## config.mk

```make
export PLATFORM = sky130hd
export DESIGN_NAME = stage_fetch
export DESIGN_NICKNAME = d
export VERILOG_FILES = /design/src/rtl/stage_fetch.sv
export SDC_FILE = /design/constraint.sdc
export NUM_CORES = 1
export LEC_CHECK = 0
export CAP_MARGIN = 20
export CORE_MARGIN = 3
export CORE_UTILIZATION = 48
export DETAILED_ROUTE_END_ITERATION = 8
export MAX_ROUTING_LAYER = met4
export PLACE_DENSITY = 0.79
export SLEW_MARGIN = 30
export SYNTH_ARGS = -nofsm -noshare
export SYNTH_HDL_FRONTEND = slang
export SYNTH_SLANG_ARGS = --single-unit
```

## constraint.sdc

```tcl
create_clock -name clk -period 5.85 [get_ports clk]
set_input_delay 1.17 -clock clk [delete_from_list [all_inputs] [get_ports clk]]
set_output_delay 1.17 -clock clk [all_outputs]
set_load 0.02 [all_outputs]
```

## src/rtl/stage_fetch.sv

```systemverilog
// Instruction fetch stage: PC, credit-limited imem requests, 2-entry response buffer, decode registers.
// Optional macro STAGE_FETCH_BYPASS_EN forwards a response straight to decode when the buffer is empty.
module stage_fetch #(
   parameter logic [31:0] RESET_ADDR = 32'h0000_0000,
   parameter logic [31:0] NOP_INSTR  = 32'h0000_0013
) (
   input  logic        clk,
   input  logic        rstn,
   input  logic        stall,
   input  logic        redirect,
   input  logic [31:0] redirect_addr,
   output logic        imem_req_valid,
   input  logic        imem_req_ready,
   output logic [31:0] imem_req_addr,
   input  logic        imem_rsp_valid,
   input  logic [31:0] imem_rsp_data,
   output logic [31:0] instr,
   output logic [31:0] fetch_instr_addr,
   output logic [31:0] fetch_instr_addr_plus
);

   logic [31:0] pc;
   logic [31:0] rsp_pc;          // address belonging to the next kept response
   logic [1:0]  outstanding;
   logic [1:0]  occ;
   logic [1:0]  drop_cnt;
   logic [31:0] buf_data [2];
   logic [31:0] buf_addr [2];
   logic        rd_ptr;
   logic        wr_ptr;

   logic        pop;
   logic        accept;
   logic        rsp_fire;
   logic        discard;
   logic        keep;
   logic        bypass;
   logic        push;
   logic [2:0]  credit_used;
   logic [31:0] target;

   always_comb begin
      target      = {redirect_addr[31:2], 2'b00};
      pop         = !stall && !redirect && (occ != 2'd0);
      credit_used = {1'b0, outstanding} + {1'b0, occ} - {2'b00, pop};
      // Gating with rstn keeps the request quiet during reset and lets it rise in the first cycle after.
      imem_req_valid = rstn && !redirect && (credit_used < 3'd2);
      accept      = imem_req_valid && imem_req_ready;
      rsp_fire    = imem_rsp_valid && (outstanding != 2'd0);
      discard     = rsp_fire && (redirect || (drop_cnt != 2'd0));
      keep        = rsp_fire && !discard;
`ifdef STAGE_FETCH_BYPASS_EN
      bypass      = keep && (occ == 2'd0) && !stall;
`else
      bypass      = 1'b0;
`endif
      push        = keep && !bypass;
   end

   assign imem_req_addr = pc;

   // NOTE: buffer storage has no reset; occ alone decides which entries are meaningful.
   always_ff @(posedge clk) begin
      if (push) begin
         buf_data[wr_ptr] <= imem_rsp_data;
         buf_addr[wr_ptr] <= rsp_pc;
      end
   end

   always_ff @(posedge clk or negedge rstn) begin
      if (!rstn) begin
         pc                    <= RESET_ADDR;
         rsp_pc                <= RESET_ADDR;
         outstanding           <= 2'd0;
         occ                   <= 2'd0;
         drop_cnt              <= 2'd0;
         rd_ptr                <= 1'b0;
         wr_ptr                <= 1'b0;
         instr                 <= NOP_INSTR;
         fetch_instr_addr      <= 32'd0;
         fetch_instr_addr_plus <= 32'd0;
      end else begin
         outstanding <= outstanding + {1'b0, accept} - {1'b0, rsp_fire};
         if (redirect) begin
            pc                    <= target;
            rsp_pc                <= target;
            drop_cnt              <= outstanding + {1'b0, accept} - {1'b0, rsp_fire};
            occ                   <= 2'd0;
            rd_ptr                <= 1'b0;
            wr_ptr                <= 1'b0;
            instr                 <= NOP_INSTR;
            fetch_instr_addr      <= 32'd0;
            fetch_instr_addr_plus <= 32'd0;
         end else begin
            if (accept)  pc       <= pc + 32'd4;
            if (keep)    rsp_pc   <= rsp_pc + 32'd4;
            if (discard) drop_cnt <= drop_cnt - 2'd1;
            if (push)    wr_ptr   <= ~wr_ptr;
            if (pop)     rd_ptr   <= ~rd_ptr;
            occ <= occ + {1'b0, push} - {1'b0, pop};
            if (!stall) begin
               if (pop) begin
                  instr                 <= buf_data[rd_ptr];
                  fetch_instr_addr      <= buf_addr[rd_ptr];
                  fetch_instr_addr_plus <= buf_addr[rd_ptr] + 32'd4;
               end else if (bypass) begin
                  instr                 <= imem_rsp_data;
                  fetch_instr_addr      <= rsp_pc;
                  fetch_instr_addr_plus <= rsp_pc + 32'd4;
               end else begin
                  instr                 <= NOP_INSTR;
                  fetch_instr_addr      <= 32'd0;
                  fetch_instr_addr_plus <= 32'd0;
               end
            end
         end
      end
   end

   // The credit rule must make a push into a full buffer impossible.
   push_not_full: assert property (@(posedge clk) disable iff (!rstn) !(push && (occ == 2'd2)));

endmodule

```

After elaboration in Yosys (flattened, before gate mapping)
Memories as Yosys holds them, arrays and structs flattened. Index checks and enable logic that the tools add are counted.

Equal/unequal tests: 1. Bitwise operators: 2. $lt $le $gt $ge: 1. Reduce and logical (&&, ||, !) cells: 19. $add $sub $neg: 10. Multiplexer cells: 22.

Operators by type and width (number): 2-to-1 mux 32 bit (13); adder 32 x 3 -> 32 bit (second input constant) (3); nonzero test 2 bit (7); logical AND 1 bit (8); 2-to-1 mux 1 bit (6); 2-to-1 mux 2 bit (3); adder 2 x 1 -> 2 bit (2); subtractor 2 x 1 -> 2 bit (2); adder 2 x 2 -> 3 bit (1); zero test 1 bit (3); less-than comparator 3 x 2 -> 1 bit (second input constant) (1); subtractor 3 x 1 -> 3 bit (1); inequality test 2 x 1 -> 1 bit (second input constant) (1); NOT 1 bit (2); subtractor 2 x 1 -> 2 bit (second input constant) (1); logical OR 1 bit (1).

Input bits: 70. RAM bits: 128. Logic and storage cells: 67. Register bits: 168. Memories kept: 2.

Memory list: buf_addr (words 2, width 32, rd ports 1, clocked after Yosys merged registers in 0, wr ports 1, RTL line 28) `logic [31:0] buf_addr [2];`; buf_data (words 2, width 32, rd ports 1, clocked after Yosys merged registers in 0, wr ports 1, RTL line 27) `logic [31:0] buf_data [2];`.

Longest topological paths before layout
Word-level depth: 10. Mapped depth: 22.

Worst setup path before layout
OpenSTA, ideal clock, no wires.

Kind: input -> register. Start: in redirect. End: mem buf_addr[0][10] (enable). Slack: -0.548 ns. Stages: 3. Setup time: 0.559 ns. Data arrival time: 5.840 ns. Cells stage by stage: clkbuf_1 -> clkbuf_1 -> nor3_1.

Word-level cells in the longest chain between the ends: 6.

RTL lines: start, declared (RTL line 10) `input logic redirect,`; logical OR 1 bit (RTL line 50) `discard = rsp_fire && (redirect || (drop_cnt != 2'd0));`; logical AND 1 bit (RTL line 50); zero test 1 bit (RTL line 51) `keep = rsp_fire && !discard;`; logical AND 1 bit (RTL line 51); 2-to-1 mux 1 bit (RTL line 64) `if (push) begin`; 2-to-1 mux 1 bit (not written as such) (RTL line 66) `buf_addr[wr_ptr] <= rsp_pc;`; end, declared (RTL line 28).

Every way passes these cells.

Worst setup path after layout
Start: in stall. End: out imem_req_valid.

Word-level cells in the longest chain between the ends: 6.

RTL lines: start, declared (RTL line 9) `input logic stall,`; zero test 1 bit; logical AND 1 bit (2 in series) (RTL line 44) `pop = !stall && !redirect && (occ != 2'd0);`; subtractor 3 x 1 -> 3 bit (RTL line 45) `credit_used = {1'b0, outstanding} + {1'b0, occ} - {2'b00, pop};`; less-than comparator 3 x 2 -> 1 bit (RTL line 47) `imem_req_valid = rstn && !redirect && (credit_used < 3'd2);`; logical AND 1 bit (RTL line 47); end, declared (RTL line 12) `output logic imem_req_valid,`.

Every way passes these cells.

==> summary.md <==
| Metric | Value |
|---|---|
| Setup crit end kind | `primary output` |
| Post-Layout Inst Area | `approximately 0.015 mm2` |
| Via density | `5.64` |
| Status | `completed` |
| Core Box Area | `between 0.02 and 0.025 mm2` |
| Drt total wl | `28.8 mm` |
| Synth Instances | `1022` |
| Yosys warnings | `0` |
| RSZ-0062 raised after global routing | `no` |
| Worst hold path depth | `2` |
| I/O Buffers | `194` |
| Maximum VDD drop | `0.000199 V` |
| Share of cells above drive strength 1 | `0.0740` |
| Placed Instances | `1499` |
| Seq/Total Area, Yosys | `0.630` |
| Antenna Nets Post-Route | `0` |
| R2R setup slack | `2350 ps` |
| Total Routing Usage GR | `0.207` |
| MaxCap Viol Count | `0` |
| Area share of xor/xnor cells in the synthesized design | `0.0420` |
| Clk Latency, worst-skew pair | `550 ps` |
| Post-synthesis compound-gate area fraction | `0.0916` |
| Starting Density | `0.498` |
| Post-CTS sizing | `0` |
| Seq cells post-synth | `285` |
| Type of origin of the critical path | `primary input` |
| R2r worst-path depth | `12` |
| Post-DP HPWL | `19.4 mm` |
| Root Buffer | `clkbuf_16` |
| Mean Syn Cell Area | `12.1 um2` |
| Vias | `approximately 8800` |
| Setup CP Type | `in -> out` |
| Hold buffer count at CTS | `0` |
| Chip Height | `166 um` |
| Sink Count | `285` |
| Combinational fraction of design power | `0.183` |
| Tot Pwr | `5.20 mW` |
| WL/cell | `18.5 um` |
| Setup tns final | `0 ps` |
| CTS clk-pin slew, worst paths | `around 60 ps` |
| RePlAce Congestion | `roughly 0.87` |
| Pre-antenna DRT Iters | `5` |
| Post-CTS setup buffers | `0` |
| Post-synthesis simple-gate area fraction | `0.134` |
| Critical path arrival | `3680 ps` |
| Clock group share of total power | `0.341` |
| Main flop type after synthesis | `dfrtp_1` |
| Switching power share of the total | `0.281` |
| Multiplexer share of the synthesized area | `0.0650` |
| Largest net degree at the start of global routing | `91` |
| DRC | `0` |
| Reg power frac | `0.476` |
| Iter 0 DRT Violations | `between 700 and 800` |
| Hold WS | `~480 ps` |
| Die ar. | `0.0276 mm2` |
| Ant. Diodes | `0` |
| Synth cell types | `62` |
| GR Overflow Total | `0` |
| Total CTS buffers | `29` |
| Area delta synth->final | `25.6%` |
| Core Rows | `57` |
| Crit-path max FO | `3` |
| Most common cell after layout, fill and taps aside | `clkdlybuf4s50_1` |
| First-pass GRT wire length | `45.9 mm` |
| EDFF count, synth | `about 120` |
| Net Sw Power | `1.46 mW` |
| Post-route insts no fill | `1554` |
| Final core occ | `0.625` |
| Die X | `166 um` |
| Slack of the critical path | `997 ps` |
| Clock Skew | `19.2 ps` |
| Combinational family with the most area after synthesis | `simple AND/OR/NAND/NOR gates` |
| Int Power | `3.74 mW` |
| Clock Tree Buf Depth | `3` |
| Ys async rst share | `0.565` |
| Tmin final | `4850 ps` |
| Class of the worst hold path | `reg -> reg` |
| Area leader, netlist | `dfrtp_1` |
| NumNets Final | `1287` |
| Placed cell area | `0.0145 mm2` |
| CTS tree | `built` |
| Final Hold Viols | `0` |
| Pre-CTS WS | `981 ps` |
| Post-Synth Adder-Cell Area | `0.0108` |
| Setup-failing EPs final | `0` |
| Yosys top cell area share | `0.321` |
| Static Leakage | `5.80 nW` |
| Final Max Slew Viols | `0` |
| Worst slew pin tran | `957 ps` |
| Worst EP required | `around 4700 ps` |
| Post-Synthesis Cell Area | `0.0123 mm2` |
| # IOs | `199` |
| Ranking of synthesized cells by area | `dfrtp_1 (32%), edfxtp_1 (30%), mux2i_1 (5.0%), o21ai_0 (4.3%), nand2_1 (4.2%)` |
| H-tree Lvls | `1` |
| Relative slew slack | `0.362` |
| Initial antenna violation count | `0` |
| Number of global-route vias before repair | `8538` |
| PD cells | `~340 mW/mm2` |
| Max Freq | `just over 200 MHz` |
| Period Utilization, post-route | `0.830` |
| Most frequent cells in the layout | `clkdlybuf4s50_1 (192), dfrtp_1 (157), nand2_1 (139)` |
==> critical path, stage by stage <==
cell	delay (ps)
clkdlybuf4s50_1	450
nor2_1	190
o21ai_4	80
inv_1	70
ha_1	220
inv_1	70
nand2_1	60
fa_1	490
nand2_1	80
nor3_1	160
clkdlybuf4s50_1	630
==> flip-flops by register name, summed over array words and instances (netlist names) <==
register	flops
buf_data	64
buf_addr	60
instr	32
fetch_instr_addr	31
fetch_instr_addr_plus	30
imem_req_addr	30
rsp_pc	30
drop_cnt	2
occ	2
outstanding	2
rd_ptr	1
wr_ptr	1
==> routing by layer <==
metal  vias up  track usage  share of wire
li1       4087            -              -
met2       387        0.309           0.44
met1      4244        0.307           0.47
met5         -            -              0
met4         0       0.0445          0.018
met3        45       0.0283          0.069
==> cells in the mapped netlist, types with 8 or more instances <==
| cell | n |
|---|---|
| nand2_1 | 139 |
| o21ai_0 | 106 |
| nor4_1 | 15 |
| xnor2_1 | 40 |
| a32o_1 | 8 |
| o211ai_1 | 10 |
| a21o_1 | 8 |
| xor2_1 | 19 |
| nor2_1 | 32 |
| o311ai_0 | 8 |
| dfrtp_1 | 158 |
| and3_1 | 11 |
| and2_1 | 10 |
| nor3_1 | 12 |
| nand4_1 | 22 |
| mux2_2 | 16 |
| mux2i_1 | 62 |
| or3_1 | 8 |
| edfxtp_1 | 124 |
| clkbuf_1 | 37 |
| nand3_1 | 44 |
| a21oi_1 | 18 |
| ha_1 | 9 |
| inv_1 | 18 |
==> cell type report <==
type	instances	area (um2)
clock buffers	39	773
clock inverters	15	143
fillers	1880	9280
inverters	20	75.1
multi-input cells	663	4270
flip-flops and latches	285	7760
well taps	324	405
repair buffers	208	2040
==> power by group through the flow <==
stage / clock (mW) / sequential [mW] / combinational, mW
2_1_floorplan: 0 / 2.54 / 0.516
5_1_grt: 1.89 / 2.50 / 1.04
3_5_place_dp: 0 / 2.51 / 0.953
6_report: 1.77 / 2.47 / 0.952
3_3_place_gp: 0 / 2.50 / 0.929
4_1_cts: 1.80 / 2.47 / 0.960
==> worst paths after layout <==
| check | startpoint | end |
|---|---|---|
| hold reg to reg | fetch_instr_addr_plus[17] | fetch_instr_addr_plus[17] |
| setup / recovery | stall | imem_req_valid |
| max in group asynchronous | rstn | rd_ptr |
| hold / removal | fetch_instr_addr_plus[17] | fetch_instr_addr_plus[17] |
| setup reg to reg | occ[1] | imem_req_addr[23] |
| min in group asynchronous | rstn | instr[9] |
==> kinds of logic after synthesis <==
logic type,after synthesis
other,1
DFF,285
and+or+nand+nor,331
buffers and inverters,75
adders and majority gates,10
AOI/OAI and AO/OA,183
xor gates and xnor gates,59
muxes,78
(Power assumes the default switching activity.)
